**src/rtl/constants_pkg.sv**
```systemverilog
// Shared decode constants: ALU operation select, RV32I opcodes,
// immediate formats and the decode-to-execute bundle.
package constants;

  typedef enum logic [3:0] {
    ALU_PASS = 4'd0,
    ALU_ADD  = 4'd1,
    ALU_SUB  = 4'd2,
    ALU_SLL  = 4'd3,
    ALU_SLT  = 4'd4,
    ALU_SLTU = 4'd5,
    ALU_XOR  = 4'd6,
    ALU_SRL  = 4'd7,
    ALU_SRA  = 4'd8,
    ALU_OR   = 4'd9,
    ALU_AND  = 4'd10,
    ALU_EQ   = 4'd11,
    ALU_NE   = 4'd12,
    ALU_SGE  = 4'd13,
    ALU_SGEU = 4'd14
  } alu_op_e;

  localparam logic [6:0] OPC_OP     = 7'b0110011;
  localparam logic [6:0] OPC_OP_IMM = 7'b0010011;
  localparam logic [6:0] OPC_LUI    = 7'b0110111;
  localparam logic [6:0] OPC_AUIPC  = 7'b0010111;
  localparam logic [6:0] OPC_LOAD   = 7'b0000011;
  localparam logic [6:0] OPC_STORE  = 7'b0100011;
  localparam logic [6:0] OPC_BRANCH = 7'b1100011;
  localparam logic [6:0] OPC_JAL    = 7'b1101111;
  localparam logic [6:0] OPC_JALR   = 7'b1100111;

  localparam logic [6:0] F7_ZERO = 7'b0000000;
  localparam logic [6:0] F7_ALT  = 7'b0100000;

  typedef enum logic [2:0] {
    IMM_I = 3'd0,
    IMM_S = 3'd1,
    IMM_B = 3'd2,
    IMM_U = 3'd3,
    IMM_J = 3'd4
  } imm_type_e;

  typedef struct packed {
    alu_op_e     alu_op;
    logic [31:0] oper1;
    logic [31:0] oper2;
    logic [31:0] store_data;
    logic [31:0] imm;
    logic [31:0] pc;
    logic [4:0]  rd;
    logic        rd_we;
    logic        is_branch;
    logic        is_jump;
    logic        is_load;
    logic        is_store;
    logic        illegal;
  } id_ex_t;

endpackage

```
**src/rtl/decode_stage_imm_gen.sv**
```systemverilog
// Immediate generator: sign-extends the I/S/B/U/J field of an instruction.
// Ports: i_instr (bits 31:7), i_type (format) -> o_imm (32-bit immediate).
module imm_gen
  import constants::*;
(
  input  logic [31:7] i_instr,
  input  imm_type_e   i_type,
  output logic [31:0] o_imm
);

  logic w_s;

  assign w_s = i_instr[31];

  always_comb begin
    o_imm = '0;
    unique case (i_type)
      IMM_I: o_imm = {{20{w_s}}, i_instr[31:20]};
      IMM_S: o_imm = {{20{w_s}}, i_instr[31:25],
                      i_instr[11:7]};
      IMM_B: o_imm = {{19{w_s}}, w_s, i_instr[7],
                      i_instr[30:25], i_instr[11:8],
                      1'b0};
      IMM_U: o_imm = {i_instr[31:12], 12'b0};
      IMM_J: o_imm = {{11{w_s}}, w_s, i_instr[19:12],
                      i_instr[20], i_instr[30:21],
                      1'b0};
      default: o_imm = '0;
    endcase
  end

endmodule

```
**src/rtl/decode_stage.sv**
```systemverilog
// RV32I decode stage: decodes fetch output into ALU op, operands and
// writeback/branch control, held in one skid-free output register.
// Ports: clk_i/rst_i (sync active-high), flush_i, fetch handshake
// (in_valid_i/in_ready_o, instr_i, pc_i), register-file read
// (rs*_addr_o, rs*_data_i), execute handshake (out_valid_o/out_ready_i)
// and the registered decode outputs.
module decode_stage
  import constants::*;
#(
  parameter int XLEN = 32
) (
  input  logic            clk_i,
  input  logic            rst_i,
  input  logic            flush_i,
  input  logic            in_valid_i,
  output logic            in_ready_o,
  input  logic [31:0]     instr_i,
  input  logic [XLEN-1:0] pc_i,
  output logic [4:0]      rs1_addr_o,
  output logic [4:0]      rs2_addr_o,
  input  logic [XLEN-1:0] rs1_data_i,
  input  logic [XLEN-1:0] rs2_data_i,
  output logic            out_valid_o,
  input  logic            out_ready_i,
  output alu_op_e         alu_op_o,
  output logic [XLEN-1:0] oper1_o,
  output logic [XLEN-1:0] oper2_o,
  output logic [XLEN-1:0] store_data_o,
  output logic [XLEN-1:0] imm_o,
  output logic [XLEN-1:0] pc_o,
  output logic [4:0]      rd_o,
  output logic            rd_we_o,
  output logic            is_branch_o,
  output logic            is_jump_o,
  output logic            is_load_o,
  output logic            is_store_o,
  output logic            illegal_o
);

  logic [6:0]  w_opc;
  logic [2:0]  w_f3;
  logic [6:0]  w_f7;
  logic [31:0] w_pc4;
  logic [31:0] w_imm;
  logic [31:0] w_shamt;
  imm_type_e   w_imm_type;
  id_ex_t      w_dec;
  logic        w_ill;
  logic        w_wr;
  logic        w_load;

  id_ex_t      r_q;
  logic        r_valid;

  assign w_opc   = instr_i[6:0];
  assign w_f3    = instr_i[14:12];
  assign w_f7    = instr_i[31:25];
  assign w_pc4   = pc_i + 32'd4;
  assign w_shamt = {27'b0, instr_i[24:20]};

  assign rs1_addr_o = instr_i[19:15];
  assign rs2_addr_o = instr_i[24:20];

  always_comb begin
    w_imm_type = IMM_I;
    case (w_opc)
      OPC_STORE:  w_imm_type = IMM_S;
      OPC_BRANCH: w_imm_type = IMM_B;
      OPC_LUI:    w_imm_type = IMM_U;
      OPC_AUIPC:  w_imm_type = IMM_U;
      OPC_JAL:    w_imm_type = IMM_J;
      default:    w_imm_type = IMM_I;
    endcase
  end

  imm_gen u_imm_gen (
    .i_instr (instr_i[31:7]),
    .i_type  (w_imm_type),
    .o_imm   (w_imm)
  );

  always_comb begin
    w_dec            = '0;
    w_dec.alu_op     = ALU_PASS;
    w_dec.pc         = pc_i;
    w_dec.rd         = instr_i[11:7];
    w_dec.store_data = rs2_data_i;
    w_ill            = 1'b0;
    w_wr             = 1'b0;

    case (w_opc)
      OPC_OP: begin
        w_dec.oper1 = rs1_data_i;
        w_dec.oper2 = rs2_data_i;
        w_wr        = 1'b1;
        case ({w_f7, w_f3})
          {F7_ZERO, 3'b000}: w_dec.alu_op = ALU_ADD;
          {F7_ALT,  3'b000}: w_dec.alu_op = ALU_SUB;
          {F7_ZERO, 3'b001}: w_dec.alu_op = ALU_SLL;
          {F7_ZERO, 3'b010}: w_dec.alu_op = ALU_SLT;
          {F7_ZERO, 3'b011}: w_dec.alu_op = ALU_SLTU;
          {F7_ZERO, 3'b100}: w_dec.alu_op = ALU_XOR;
          {F7_ZERO, 3'b101}: w_dec.alu_op = ALU_SRL;
          {F7_ALT,  3'b101}: w_dec.alu_op = ALU_SRA;
          {F7_ZERO, 3'b110}: w_dec.alu_op = ALU_OR;
          {F7_ZERO, 3'b111}: w_dec.alu_op = ALU_AND;
          default:           w_ill        = 1'b1;
        endcase
      end

      OPC_OP_IMM: begin
        w_dec.oper1 = rs1_data_i;
        w_dec.oper2 = w_imm;
        w_dec.imm   = w_imm;
        w_wr        = 1'b1;
        unique case (w_f3)
          3'b000: w_dec.alu_op = ALU_ADD;
          3'b010: w_dec.alu_op = ALU_SLT;
          3'b011: w_dec.alu_op = ALU_SLTU;
          3'b100: w_dec.alu_op = ALU_XOR;
          3'b110: w_dec.alu_op = ALU_OR;
          3'b111: w_dec.alu_op = ALU_AND;
          3'b001: begin
            // shifts take only the 5-bit shamt, not funct7
            w_dec.oper2 = w_shamt;
            if (w_f7 == F7_ZERO) w_dec.alu_op = ALU_SLL;
            else                 w_ill        = 1'b1;
          end
          3'b101: begin
            w_dec.oper2 = w_shamt;
            if (w_f7 == F7_ZERO)     w_dec.alu_op = ALU_SRL;
            else if (w_f7 == F7_ALT) w_dec.alu_op = ALU_SRA;
            else                     w_ill        = 1'b1;
          end
          default: w_ill = 1'b1;
        endcase
      end

      OPC_LUI: begin
        w_dec.oper1 = w_imm;
        w_dec.imm   = w_imm;
        w_wr        = 1'b1;
      end

      OPC_AUIPC: begin
        w_dec.alu_op = ALU_ADD;
        w_dec.oper1  = pc_i;
        w_dec.oper2  = w_imm;
        w_dec.imm    = w_imm;
        w_wr         = 1'b1;
      end

      OPC_LOAD: begin
        w_dec.alu_op  = ALU_ADD;
        w_dec.oper1   = rs1_data_i;
        w_dec.oper2   = w_imm;
        w_dec.imm     = w_imm;
        w_dec.is_load = 1'b1;
        w_wr          = 1'b1;
      end

      OPC_STORE: begin
        w_dec.alu_op   = ALU_ADD;
        w_dec.oper1    = rs1_data_i;
        w_dec.oper2    = w_imm;
        w_dec.imm      = w_imm;
        w_dec.is_store = 1'b1;
      end

      OPC_BRANCH: begin
        w_dec.oper1     = rs1_data_i;
        w_dec.oper2     = rs2_data_i;
        w_dec.imm       = w_imm;
        w_dec.is_branch = 1'b1;
        unique case (w_f3)
          3'b000:  w_dec.alu_op = ALU_EQ;
          3'b001:  w_dec.alu_op = ALU_NE;
          3'b100:  w_dec.alu_op = ALU_SLT;
          3'b101:  w_dec.alu_op = ALU_SGE;
          3'b110:  w_dec.alu_op = ALU_SLTU;
          3'b111:  w_dec.alu_op = ALU_SGEU;
          default: w_ill        = 1'b1;
        endcase
      end

      OPC_JAL: begin
        w_dec.oper1   = w_pc4;
        w_dec.imm     = w_imm;
        w_dec.is_jump = 1'b1;
        w_wr          = 1'b1;
      end

      OPC_JALR: begin
        // execute computes the target from rs1 + imm
        w_dec.oper1      = w_pc4;
        w_dec.imm        = w_imm;
        w_dec.store_data = rs1_data_i;
        w_dec.is_jump    = 1'b1;
        w_wr             = 1'b1;
        if (w_f3 != 3'b000) w_ill = 1'b1;
      end

      default: w_ill = 1'b1;
    endcase

    if (w_ill) begin
      w_dec.alu_op    = ALU_PASS;
      w_dec.oper1     = '0;
      w_dec.oper2     = '0;
      w_dec.imm       = '0;
      w_dec.is_branch = 1'b0;
      w_dec.is_jump   = 1'b0;
      w_dec.is_load   = 1'b0;
      w_dec.is_store  = 1'b0;
      w_dec.illegal   = 1'b1;
      w_dec.rd_we     = 1'b0;
    end else begin
      w_dec.rd_we = w_wr && (w_dec.rd != 5'd0);
    end
  end

  assign in_ready_o = !r_valid || out_ready_i;
  assign w_load     = in_valid_i && in_ready_o;

  always_ff @(posedge clk_i) begin
    if (rst_i) begin
      r_valid        <= 1'b0;
      r_q            <= '0;
      r_q.alu_op     <= ALU_PASS;
    end else if (flush_i) begin
      r_valid <= 1'b0;
    end else if (w_load) begin
      r_valid <= 1'b1;
      r_q     <= w_dec;
    end else if (out_ready_i) begin
      r_valid <= 1'b0;
    end
  end

  assign out_valid_o  = r_valid;
  assign alu_op_o     = r_q.alu_op;
  assign oper1_o      = r_q.oper1;
  assign oper2_o      = r_q.oper2;
  assign store_data_o = r_q.store_data;
  assign imm_o        = r_q.imm;
  assign pc_o         = r_q.pc;
  assign rd_o         = r_q.rd;
  assign rd_we_o      = r_q.rd_we;
  assign is_branch_o  = r_q.is_branch;
  assign is_jump_o    = r_q.is_jump;
  assign is_load_o    = r_q.is_load;
  assign is_store_o   = r_q.is_store;
  assign illegal_o    = r_q.illegal;

endmodule

```
**config.mk**
```make
export PLATFORM = sky130hd
export DESIGN_NAME = decode_stage
export DESIGN_NICKNAME = d
export VERILOG_FILES = /design/src/rtl/constants_pkg.sv /design/src/rtl/decode_stage_imm_gen.sv /design/src/rtl/decode_stage.sv
export SDC_FILE = /design/constraint.sdc
export NUM_CORES = 1
export LEC_CHECK = 0
export BUFFER_PORTS_ARGS = -buffer_cell sky130_fd_sc_hd__buf_2
export CORE_UTILIZATION = 45
export CTS_CLUSTER_SIZE = 28
export DETAILED_ROUTE_END_ITERATION = 12
export GPL_TIMING_DRIVEN = 0
export PLACE_DENSITY = 0.79
export SLEW_MARGIN = 20
export SYNTH_ARGS = -nofsm -noshare
export SYNTH_HDL_FRONTEND = slang
export SYNTH_SLANG_ARGS = --single-unit
```
**constraint.sdc**
```tcl
create_clock -name clk_i -period 1.69 [get_ports clk_i]
set_input_delay 0.2535 -clock clk_i [delete_from_list [all_inputs] [get_ports clk_i]]
set_output_delay 0.2535 -clock clk_i [all_outputs]
set_load 0.02 [all_outputs]
```
==> impl_metrics.yaml <==
cts:
  cts_tree: "done"
  numCtsBuffers: 17
  htreeDepth: 4
  clock_sinks: 176
  cts_buffer_depth: 2
  path_clk_slew_ps: 70
  cts_root_buf: "clkbuf_16"
  clk_latency_ps: 440
die:
  row_count: 50
  dieArea_mm2: 0.0197
  io_pins: 320
  start_util_pct: 46.0
  coreArea_mm2: 0.0188
  die_y_um: 141
  dieWidth_um: 141
sta:
  rsz0062_at_grt: "true"
  skew_ps: 9.48
  setup_violations: 48
  setup_slack_ps: -66.1
  fmax_ghz: 0.569
  tightestPinTransition_ps: 781
  relSlewSlack_pct: 47.9
  fin_crit_ps: 1760
  period_share_pct: 104
  slew_violations: 0
  finalHoldViolCount: 0
  tns_ps: -1240
setup_path:
  critPathCaptureType: "flop"
  worstPathRequired_ps: 2040
  start_kind: "flop"
  r2r_slack_ps: -70
  startpoint: "out_valid_o"
  slowest_stage: "dfxtp_2"
  crit_buf_inv: 3
  cp.arrival_ps: 2110
  cp_top_family: "compound AO/OA/AOI/OAI gates"
  path_cells: "nor2b_4 > nor3b_4 > buf_6 > buf_6 > o211a_4 > buf_12 > nand2_4 > a221oi_2"
  worstReg2RegStart: "out_valid_o"
  crit_fanout: 6
  crit_top_cell: "buf_6"
  path_class: "flop to flop"
  cp_slowest_stage_delay_ps: 330
synth:
  synth.top_cell.area_share_pct: 40.8
  synth_area_leaders: "dfxtp_1 41%, nand2_1 8.2%, mux2i_1 4.8%, a21oi_1 4.5%, a211oi_1 3.5%"
  synth_area_mm2: 0.00864
  synth-async-reset-ratio_pct: 0
  synth_cell_types: 83
  ys_seq_area_share_pct: 40.8
  synth_nets: 1154
  synthCells: 1020
  synth_edf_count: 0
  syn_area_per_cell_um2: 8.47
  yosys_warnings: 0
  synth_area_leader_cell: "dfxtp_1"
  yosys_register_bits: 176
  synth-main-ff-cell: "dfxtp_1"
grt:
  overflow: 0
  grt_pass1_vias: 9165
  grt_pass1_wl_mm: 54.4
  track_usage_pct: 37.1
  grt_antenna_before_repair: 2
  grt_max_degree: 17
pwr:
  max-vdd-ir-drop_mv: 0.695
  p_leak_nw: 4.99
  p_total_mw: 9.93
  power.density_mw_per_mm2: 845
worst_hold_path:
  hp-class: "primary input to flop"
  hp-start: "flush_i"
routing:
  wl_per_cell_um: 23.1
  vias_per_cell: 6.08
  num_vias: 9842
  route.detailed.drc: 0
  ant_nets: 0
  drt_iter0_markers: 1073
  first_pass_iters: 8
  detail_route.wirelength_mm: 37.4
placement:
  dpl_worst_slack_ps: -808
  place_congestion: 0.993
  hpwlAfterDp_mm: 28.7
  port_buffers: 313
run:
  max_cap_viol_count: 0
outcome:
  status: "complete, but fails checks"
  violations: "negative setup slack"
finish:
  drive_gt1_share_pct: 38.4
  nNetsFinal: 1503
  area.growth.synth_to_final_pct: 36.1
  fill_cells: 1667
worst paths after layout:
| path | endpoint | cells past startpoint |
|---|---|---|
| setup / recovery | alu_op_o[0] | 8 |
| hold / removal | out_valid_o | 2 |
| setup reg to reg | alu_op_o[0] | 8 |
| hold reg to reg | oper1_o[11] | 2 |
where the power goes:
group	switching [mW]	total [mW]	leakage (nW)	internal, mW
registers	0.0514	4.30	1.43	4.25
logic	0.966	1.47	3.27	0.507
clock network	1.82	4.16	0.297	2.33
what timing repair did:
action | in CTS | in global routing
hold buffers | 0 | 0
cloned | 0 | 3
endpoints found under the setup margin | 175 | 154
buffers inserted | 7 | 9
pin swaps | 5 | 27
resized for setup | 49 | 84
flip-flops by register name, indices dropped and copies added, names as in the netlist, 4 cells and up:
register      flops
imm_o            32
store_data_o     32
rd_o              5
alu_op_o          4
oper2_o          32
oper1_o          32
pc_o             32
Yosys cell counts, types with 14 or more instances:
| cell | instances |
|---|---|
| o21ai_1 | 26 |
| a21oi_1 | 77 |
| nand4_1 | 14 |
| dfxtp_1 | 176 |
| a222oi_1 | 25 |
| xnor2_1 | 14 |
| a211oi_1 | 40 |
| o21ai_0 | 48 |
| buf_4 | 18 |
| mux2i_1 | 41 |
| nand3_1 | 19 |
| clkbuf_1 | 53 |
| a22o_1 | 21 |
| buf_2 | 18 |
| nor2_1 | 64 |
| nand2_1 | 188 |
logic make-up (layout without fill, tap and decap cells):
group | Yosys count | count (layout) | synth area share, %
DFF | 176 | 176 | 40.8
other | 0 | 2 | 0
muxes | 52 | 52 | 6.19
adders and majority gates | 1 | 1 | 0.145
AOI/OAI and AO/OA | 316 | 316 | 25.5
and+or+nand+nor | 358 | 358 | 19.9
buffers and inverters | 99 | 461 | 5.64
xor gates and xnor gates | 18 | 18 | 1.83
metal layers:
layer	share of wire [%]	track usage, %	routed length, um
met2	45	58.6	17000
met3	12	9.06	4350
met1	38	46.7	14400
met5	0	0	0
met4	4.5	19.7	1700
cells in the final DEF (no fill, tap or decap), types with 19 or more instances in the layout:
cell type,count
o21ai_1,32
buf_2,325
nor2_1,59
nand3_1,19
a211oi_1,35
o21ai_0,29
mux2i_1,39
clkbuf_2,20
buf_4,32
dfxtp_1,175
a22o_1,21
a21oi_1,62
nand2_1,187
clkbuf_16,19
a222oi_1,25
stage by stage:
step	std cells	cell area, um^2	hold WS, ps	utilization (%)
6_report	1618	11800	24.4	62.6
4_1_cts	1605	11400	25.1	60.7
3_3_place_gp	1567	10600	431	56.4
5_1_grt	1618	11800	26.7	62.6
2_1_floorplan	1020	8720	333	-
3_5_place_dp	1567	10600	438	56.4
layout make-up:
cell class	instances	area, um^2	area share [%]
sequential	176	3520	30.0
antenna	2	5.00	0.0426
tap	234	293	2.49
timing repair buffer	332	1760	14.9
clock buffer	20	467	3.97
multi-input combinational	745	4880	41.5
inverter	4	15.0	0.128
buffer	93	667	5.68
clock inverter	12	146	1.25
Power figures use the tool's default switching activity.
